--- config.mk ---
export PLATFORM = sky130hd
export DESIGN_NAME = bf_dot_feeder
export DESIGN_NICKNAME = d
export VERILOG_FILES = /design/src/rtl/bf_pkg.sv /design/src/rtl/bf_op_fifo.sv /design/src/rtl/bf_dot_feeder.sv
export SDC_FILE = /design/constraint.sdc
export NUM_CORES = 1
export LEC_CHECK = 0
export ABC_AREA = 1
export BUFFER_PORTS_ARGS = -buffer_cell sky130_fd_sc_hd__buf_4
export CAP_MARGIN = 20
export CORE_MARGIN = 5
export CORE_UTILIZATION = 40
export CTS_CLUSTER_SIZE = 8
export DETAILED_ROUTE_END_ITERATION = 6
export GPL_TIMING_DRIVEN = 1
export PLACE_DENSITY_LB_ADDON = 0.1
export SLEW_MARGIN = 5
export SYNTH_ARGS = -nofsm -noshare
export SYNTH_HDL_FRONTEND = slang
export SYNTH_HIERARCHICAL = 1
export SYNTH_SLANG_ARGS = --single-unit
--- constraint.sdc ---
create_clock -name clk -period 4.6 [get_ports clk]
set_clock_uncertainty 0.2 [all_clocks]
set_input_delay 0.23 -clock clk [delete_from_list [all_inputs] [get_ports clk]]
set_output_delay 0.23 -clock clk [all_outputs]
set_load 0.1 [all_outputs]
--- src/rtl/bf_pkg.sv ---
// Shared types and constants for the bf16 dot-product feeder.
// Holds the FSM state encoding and the layout of one buffered operand pair.
package bf_pkg;

    localparam int          BF16_W    = 16;
    localparam logic [15:0] BF16_ONE  = 16'h3F80;
    localparam logic [15:0] BF16_ZERO = 16'h0000;

    // One FIFO entry: {a, b, last}
    localparam int OP_W = 2 * BF16_W + 1;

    typedef enum logic [1:0] {
        IDLE,
        RUN,
        SETTLE,
        OUT
    } state_t;

    typedef struct packed {
        logic [BF16_W-1:0] a;
        logic [BF16_W-1:0] b;
        logic              last;
    } op_entry_t;

endpackage

--- src/rtl/bf_op_fifo.sv ---
// Synchronous operand FIFO with a first-word-fall-through head.
// Pointers carry one extra wrap bit so that full and empty are unambiguous.
module bf_op_fifo #(
    parameter int DEPTH = 8,
    parameter int W     = 33
) (
    input  logic         clk,
    input  logic         rst_n,
    input  logic         push_i,
    input  logic [W-1:0] wdata_i,
    input  logic         pop_i,
    output logic [W-1:0] rdata_o,
    output logic         full_o,
    output logic         empty_o
);

    localparam int AW = $clog2(DEPTH);

    logic [W-1:0]  mem_q [DEPTH];
    logic [AW:0]   wr_ptr_q, wr_ptr_d;
    logic [AW:0]   rd_ptr_q, rd_ptr_d;
    logic          push_ok;
    logic          pop_ok;

    assign empty_o = (wr_ptr_q == rd_ptr_q);
    assign full_o  = (wr_ptr_q[AW] != rd_ptr_q[AW]) &&
                     (wr_ptr_q[AW-1:0] == rd_ptr_q[AW-1:0]);

    // Requests against a full or empty FIFO are ignored rather than corrupting pointers.
    assign push_ok = push_i && !full_o;
    assign pop_ok  = pop_i && !empty_o;

    assign rdata_o = mem_q[rd_ptr_q[AW-1:0]];

    always_comb begin
        wr_ptr_d = wr_ptr_q;
        rd_ptr_d = rd_ptr_q;
        if (push_ok) begin
            wr_ptr_d = wr_ptr_q + 1'b1;
        end
        if (pop_ok) begin
            rd_ptr_d = rd_ptr_q + 1'b1;
        end
    end

    always_ff @(posedge clk or negedge rst_n) begin
        if (!rst_n) begin
            wr_ptr_q <= '0;
            rd_ptr_q <= '0;
        end else begin
            wr_ptr_q <= wr_ptr_d;
            rd_ptr_q <= rd_ptr_d;
        end
    end

    always_ff @(posedge clk) begin
        if (push_ok) begin
            mem_q[wr_ptr_q[AW-1:0]] <= wdata_i;
        end
    end

endmodule

--- src/rtl/bf_dot_feeder.sv ---
// Operand sequencer for an external bf16 MAC: buffers pairs, runs one job per
// s_last-terminated group, and returns the settled accumulator with a pair count.
module bf_dot_feeder
    import bf_pkg::*;
#(
    parameter int DEPTH = 8,
    parameter int CNT_W = 8
) (
    input  logic              clk,
    input  logic              rst_n,
    // Both ports: a transfer happens in any cycle where valid && ready at the rising edge;
    // once valid is raised its payload stays stable until ready is seen.
    input  logic              s_valid,
    output logic              s_ready,
    input  logic [BF16_W-1:0] s_a,
    input  logic [BF16_W-1:0] s_b,
    input  logic              s_last,
    output logic [BF16_W-1:0] mac_in_1,
    output logic [BF16_W-1:0] mac_in_2,
    output logic              mac_en,
    output logic              mac_clr,
    input  logic [BF16_W-1:0] mac_acc,
    output logic              m_valid,
    input  logic              m_ready,
    output logic [BF16_W-1:0] m_result,
    output logic [CNT_W-1:0]  m_count,
    output state_t            dbg_state_o
);

    state_t            state_q, state_d;
    logic [CNT_W-1:0]  cnt_q, cnt_d;
    logic [BF16_W-1:0] result_q, result_d;
    logic [CNT_W-1:0]  count_q, count_d;

    op_entry_t         wr_entry;
    op_entry_t         head;
    logic              fifo_full;
    logic              fifo_empty;
    logic              fifo_push;
    logic              fifo_pop;

    assign wr_entry  = '{a: s_a, b: s_b, last: s_last};
    assign s_ready   = !fifo_full;
    assign fifo_push = s_valid && s_ready;

    bf_op_fifo #(
        .DEPTH (DEPTH),
        .W     (OP_W)
    ) u_fifo (
        .clk     (clk),
        .rst_n   (rst_n),
        .push_i  (fifo_push),
        .wdata_i (wr_entry),
        .pop_i   (fifo_pop),
        .rdata_o (head),
        .full_o  (fifo_full),
        .empty_o (fifo_empty)
    );

    // The MAC sees the head even when not strobed; zero keeps its inputs quiet when empty.
    assign mac_in_1 = fifo_empty ? BF16_ZERO : head.a;
    assign mac_in_2 = fifo_empty ? BF16_ZERO : head.b;

    assign m_valid     = (state_q == OUT);
    assign m_result    = result_q;
    assign m_count     = count_q;
    assign dbg_state_o = state_q;

    always_comb begin
        state_d  = state_q;
        cnt_d    = cnt_q;
        result_d = result_q;
        count_d  = count_q;
        mac_clr  = 1'b0;
        mac_en   = 1'b0;
        fifo_pop = 1'b0;

        case (state_q)
            IDLE: begin
                if (!fifo_empty) begin
                    mac_clr = 1'b1;
                    cnt_d   = '0;
                    state_d = RUN;
                end
            end
            RUN: begin
                // An empty FIFO here is a bubble: hold everything and keep waiting.
                if (!fifo_empty) begin
                    fifo_pop = 1'b1;
                    mac_en   = 1'b1;
                    if (cnt_q != {CNT_W{1'b1}}) begin
                        cnt_d = cnt_q + 1'b1;
                    end
                    if (head.last) begin
                        state_d = SETTLE;
                    end
                end
            end
            SETTLE: begin
                // The MAC registers the final product one cycle after its strobe.
                result_d = mac_acc;
                count_d  = cnt_q;
                state_d  = OUT;
            end
            OUT: begin
                if (m_ready) begin
                    state_d = IDLE;
                end
            end
            default: begin
                state_d = IDLE;
            end
        endcase
    end

    always_ff @(posedge clk or negedge rst_n) begin
        if (!rst_n) begin
            state_q  <= IDLE;
            cnt_q    <= '0;
            result_q <= BF16_ZERO;
            count_q  <= '0;
        end else begin
            state_q  <= state_d;
            cnt_q    <= cnt_d;
            result_q <= result_d;
            count_q  <= count_d;
        end
    end

endmodule

==> results.cfg, run 1 <==
[clocking]
clockBufferDepth = 3
postCtsSetupBuffers = 0
insertion_delay_ps = 530
clk_pin_slew_ps = 50
cts.sinks = 306
tritoncts = yes
root_buffer = clkbuf_16
h-tree-depth = 2
cts_made_buffers = 44

[critical_path]
critical_path_required_ps = 4170
critical_path.cell_chain = buf_4 -> buf_4 -> o21ai_0 -> o22ai_1 -> nand2_1 -> nand2_1 -> inv_1 -> nor2_1 -> buf_4
crit_end = mac_in_1[6]
cpMaxStageDelayCell = buf_4
worst_r2r_path_depth = 9
timing.rr.start = u_fifo/rd_ptr_q[1]$_DFFE_PN0P_
cp.arrival_ps = 3260
critPathLaunch = u_fifo/rd_ptr_q[0]$_DFFE_PN0P_
critPathLaunchType = flop
crit_fanout = 75
r2r_slack_ps = 1230
cp-end-kind = primary output
cp_common_cell = buf_4
cpPeakStageDelay_ps = 710
reg2reg_to = u_fifo/mem_q[6][12]$_DFFE_PP_
path_class = reg2out

[routing]
wl_per_cell_um = 18.0
drc = 0
routed-via-count = 8264
drtIter0Drc = 433
drtPass1Iterations = 5
ant_nets = 0
vias_per_cell = 5.04
routed_wl_um = 29600

[sta]
min_period_over_period = 0.802
min_period_ps = 3690
tightest_slew_ps = 916
rsz0062_at_grt = false
hold_viol_final = 0
setup_viol = 0
clock.fmax_mhz = 271
tns_ps = 0
drv_slew = 0
max_slew_margin = 0.389
fin_ws_ps = 909

[finish]
area_growth_pct = 23.6
antenna_cells = 0
design_area_sq_mm = 0.0156
fin_nets = 1286
n_fill_cell = 2809
layout-drive-gt1-share = 0.186

[placement]
placed_area_sq_mm = 0.0139
port_buffers = 114
place.gp.congestion = 0.718
hpwl_um = 16700
dp_slack_ps = 1220

[synthesis]
ys_ff_latch = 306
synth.distinct_cells = 32
yosysWarnings = 6
postSynthCellCount = 1050
yosysSeqAreaShare = 0.711
syn_area_per_cell_sq_um = 12.0
synth_fp_nets = 1112
syn-cell-area_sq_mm = 0.0126

[grt]
grt_max_degree = 84
antenna_found_initial = 0
gr-total-overflow = 0
grt_pass1_vias = 8371
grt_pass1_wl_um = 47000
grt_use_total = 0.167

[die]
io_pins = 115
initial_core_util = 0.402
coreArea_sq_mm = 0.0314
rows = 65
die_area_sq_mm = 0.0352
die_y_um = 188
die_w_um = 188

[worst_hold_path]
hp-class = in2async

[job]
drv_cap = 0

[outcome]
outcome = finished, final reports clean
[state kept, by name, indices dropped and copies added (netlist names)]
register / count
dbg_state_o: 2
u_fifo/rd_ptr_q: 4
m_result: 16
cnt_q: 8
m_count: 8
u_fifo/wr_ptr_q: 4
u_fifo/mem_q: 264
[worst max-delay path: cells and delay by family, from the launching register on]
kind / cells / cell delay [ps]
buf+inv: 4 / 1590
flops: 1 / 440
compound gates: 2 / 380
simple gates: 3 / 270
[layer usage]
metal / global-route usage / up-vias / wire length [um]
met4: 0.0474 / 0 / 606
met2: 0.275 / 174 / 13900
li1: - / 4008 / -
met3: 0.0298 / 43 / 1190
met5: 0 / - / 0
met1: 0.229 / 4039 / 13900
[cell usage in the layout, fill, tap and decap left out, types with 2 or more instances in the layout]
master	instances
mux2_2	19
clkbuf_1	13
dfrtp_1	39
inv_6	3
nand2_4	2
dlygate4sd3_1	52
nand3_2	2
a21oi_1	8
buf_12	4
inv_2	5
nand2_2	4
dfrtp_2	2
clkbuf_16	44
edfxtp_1	264
ha_1	9
nand3_1	15
o21ai_1	29
nor2_1	181
buf_4	131
xor2_1	4
inv_1	54
o22ai_1	67
nand2_1	156
nor2_4	8
o21ai_0	115
[kinds of logic after synthesis]
kind of cell | count (synthesis) | share of synthesized area
and+or+nand+nor | 372 | 0.118
DFF | 306 | 0.711
AOI/OAI and AO/OA | 221 | 0.0947
buffers and inverters | 119 | 0.0474
muxes | 19 | 0.0170
adders and majority gates | 9 | 0.00892
xor gates and xnor gates | 4 | 0.00278
[timing repair]
| action | 4_1_cts | 5_1_grt |
|---|---|---|
| hold endpoints to repair | 326 | 0 |
| hold buffers | 52 | 0 |
| setup endpoints to repair | 0 | 0 |
| gates resized for setup | 0 | 0 |
[cell usage after synthesis, drive strengths merged]
cell	number	area, sq um
edfxtp	264	7930
a31oi	1	6.26
nand3b	1	7.51
nor2	190	723
mux2	19	214
nand4	1	21.3
nand3	17	95.1
inv	60	230
a21oi	9	48.8
or2	1	6.26
o22ai	67	419
clkbuf	19	78.8
nand2	162	633
dfrtp	42	1050
ha	9	113
buf	40	289
xor2	4	35.0
o21ai	144	721
[metrics by stage]
step	hold slack [ps]	util	std cells
6_report	39.7	0.497	1641
5_1_grt	115	0.497	1641
4_1_cts	49.0	0.497	1641
3_5_place_dp	63.3	0.442	1528
3_3_place_gp	67.6	0.442	1528
2_1_floorplan	-266	-	1050
[how the worst min path moves through the flow]
stage | startpoint | endpoint | slack, ps | depth (start not counted)
2_1_floorplan | rst_n | cnt_q[0]$_DFFE_PN0P_ | -270 | 0
3_3_place_gp | rst_n | m_result[6]$_DFFE_PN0P_ | 70 | 1
3_5_place_dp | rst_n | m_result[6]$_DFFE_PN0P_ | 60 | 1
4_1_cts | rst_n | m_result[4]$_DFFE_PN0P_ | 50 | 2
5_1_grt | rst_n | m_result[6]$_DFFE_PN0P_ | 120 | 2
6_report | rst_n | m_result[4]$_DFFE_PN0P_ | 40 | 2
[layout make-up]
cell class	instances	area, sq um	area share
multi-input cells	625	3100	0.198
clock inverters	4	55.1	0.00353
well taps	402	503	0.0322
inverters	60	230	0.0148
flip-flops and latches	306	8980	0.576
clock buffers	57	1150	0.0737
repair buffers	187	1580	0.102
Power of run 1 is not shown: default switching activity piles up to over one toggle a cycle in this logic, so the estimate is an artifact.
==> inputs of run 2 (changes only) <==
clock period = 3.5 ns   (was 4.6 ns; I/O delays follow)
==> run 2 against run 1 <==
  * The flow now finishes with violations (negative hold slack)
  * Sequential share of layout area down 0.44 points
  * Cell area rose by 0.79%
  * Wire length increased by 2.8%
  * Global-route usage is 0.52 points higher
  * Cell count up 1.2%
  * Via count grew 1.6%
  * Utilization rose by 0.39 points
  * First-iteration DRC count rose by 14%
  * Critical path type unchanged
  * Critical endpoint is now mac_clr
==> results.cfg, run 2 (synthesis gave the netlist of run 1 again) <==
[finish]
mostFrequentLayoutCells = edfxtp_1, nor2_1, nand2_1
fin_nets = 1288
layout-drive-gt1-share = 0.186
multi_input_area_sq_mm = 0.00310
final_common_cell = edfxtp_1
regArea_sq_mm = 0.00899
antenna_cells = 0
n_fill_cell = 2785
largest_reg_flops = 264
area_growth_pct = 24.6

[critical_path]
critical_path.cell_chain = inv_2 -> buf_4 -> nand2_1 -> nand2_1 -> nor2_1 -> nand2_2 -> clkinvlp_4 -> buf_4 -> nor2_1 -> buf_4
critical_path_required_ps = 3120
r2r_slack_ps = 580
critPathLaunchType = flop
crit_fanout = 20
path_buf_inv = 5
cp_top_family = buffers and inverters
timing.rr.start = u_fifo/rd_ptr_q[2]$_DFFE_PN0P_
cpPeakStageDelay_ps = 600
cp_common_cell = buf_4
cp.arrival_ps = 2890
cp-end-kind = primary output
cpMaxStageDelayCell = dfrtp_4
reg2reg_to = u_fifo/mem_q[6][20]$_DFFE_PP_
worst_r2r_path_depth = 9
path_class = reg2out

[placement]
hpwl_um = 17000
port_buffers = 114
place.gp.congestion = 0.782

[clocking]
root_buffer = clkbuf_16
clk_pin_slew_ps = 50
insertion_delay_ps = 520
cts_made_buffers = 44
cts.sinks = 306
clockBufferDepth = 3
h-tree-depth = 2
tritoncts = yes

[sta]
min_period_over_period = 0.933
tightest_slew_ps = 837
clock.fmax_mhz = 306
setup_viol = 0
holdWs_ps = -6.40
tns_ps = 0
drv_slew = 0
min_period_ps = 3260
max_slew_margin = 0.442
hold_viol_final = 2

[grt]
grt_max_degree = 136
antenna_found_initial = 0
grt_pass1_vias = 8470
grt_pass1_wl_um = 48300
gr-total-overflow = 0
grt_use_total = 0.172

[routing]
routed_wl_um = 30400
wl_per_cell_um = 18.3
drtIter0Drc = 495
routed-via-count = 8393
drc = 0
drtPass1Iterations = 5
vias_per_cell = 5.05
ant_nets = 0

[die]
die_area_sq_mm = 0.0352
rows = 65
io_pins = 115
initial_core_util = 0.402
die_y_um = 188
coreArea_sq_mm = 0.0314
die_w_um = 188

[outcome]
violations = negative hold slack
outcome = finished, violations left

[worst_hold_path]
hp-class = in2async

[job]
drv_cap = 0
[run 2: cell types whose count changed in the layout (fill, tap and decap cells not counted)]
cell	before	now
buf_12	4	6
buf_4	131	130
buf_6	0	1
bufinv_16	0	1
clkbuf_1	13	32
clkinv_16	1	0
clkinv_8	0	1
dfrtp_2	2	1
dfrtp_4	1	2
inv_1	54	53
inv_6	3	2
nor2_1	181	180
nor2_2	1	2
[run 2: worst reg2reg max path, delay by kind of cell (launching register included)]
kind | cells | cell delay (ps)
flip-flops | 1 | 590
buffers and inverters | 3 | 390
AND/OR/NAND/NOR | 6 | 1410
[run 2: cell type report]
class,instances,area share
flip-flops and latches,306,0.571
multi-input cells,625,0.197
repair buffers,189,0.104
clock buffers,76,0.0777
well taps,402,0.0320
inverters,60,0.0149
clock inverters,3,0.00350
[run 2: worst max-delay path by stage]
stage,startpoint,end,depth (start not counted)
2_1_floorplan,dbg_state_o[0]$_DFFE_PN0P_,u_fifo/rd_ptr_q[1]$_DFFE_PN0P_,6
4_1_cts,u_fifo/rd_ptr_q[2]$_DFFE_PN0P_,mac_en,8
3_3_place_gp,u_fifo/rd_ptr_q[2]$_DFFE_PN0P_,u_fifo/mem_q[6][20]$_DFFE_PP_,9
5_1_grt,u_fifo/rd_ptr_q[2]$_DFFE_PN0P_,mac_in_1[10],10
3_5_place_dp,u_fifo/rd_ptr_q[2]$_DFFE_PN0P_,u_fifo/mem_q[6][17]$_DFFE_PP_,9
6_report,u_fifo/rd_ptr_q[2]$_DFFE_PN0P_,mac_clr,10
[run 2: timing repair]
action,4_1_cts,5_1_grt
setup buffers,0,0
gates resized for setup,0,4
setup endpoints to repair,0,18
hold buffers,52,0
endpoints found under the hold margin,326,0
[run 2: per-layer routing]
metal	track usage	wire, um
met1	0.239	14100
met3	0.0294	1290
met2	0.285	14500
met4	0.0390	493
met5	0	0
[run 2: per-stage QoR]
| stage | std cells | instance area [sq um] | util | hold slack (ps) | setup WS, ps |
|---|---|---|---|---|---|
| 4_1_cts | 1661 | 15700 | 0.501 | 7.31 | 112 |
| 3_3_place_gp | 1530 | 13900 | 0.443 | 15.0 | 606 |
| 2_1_floorplan | 1050 | 12600 | - | -321 | 72.1 |
| 3_5_place_dp | 1530 | 13900 | 0.443 | 14.8 | 521 |
| 5_1_grt | 1661 | 15700 | 0.501 | 48.7 | -0.407 |
| 6_report | 1661 | 15700 | 0.501 | -6.40 | 236 |
Power of run 2 is left out for the same reason.
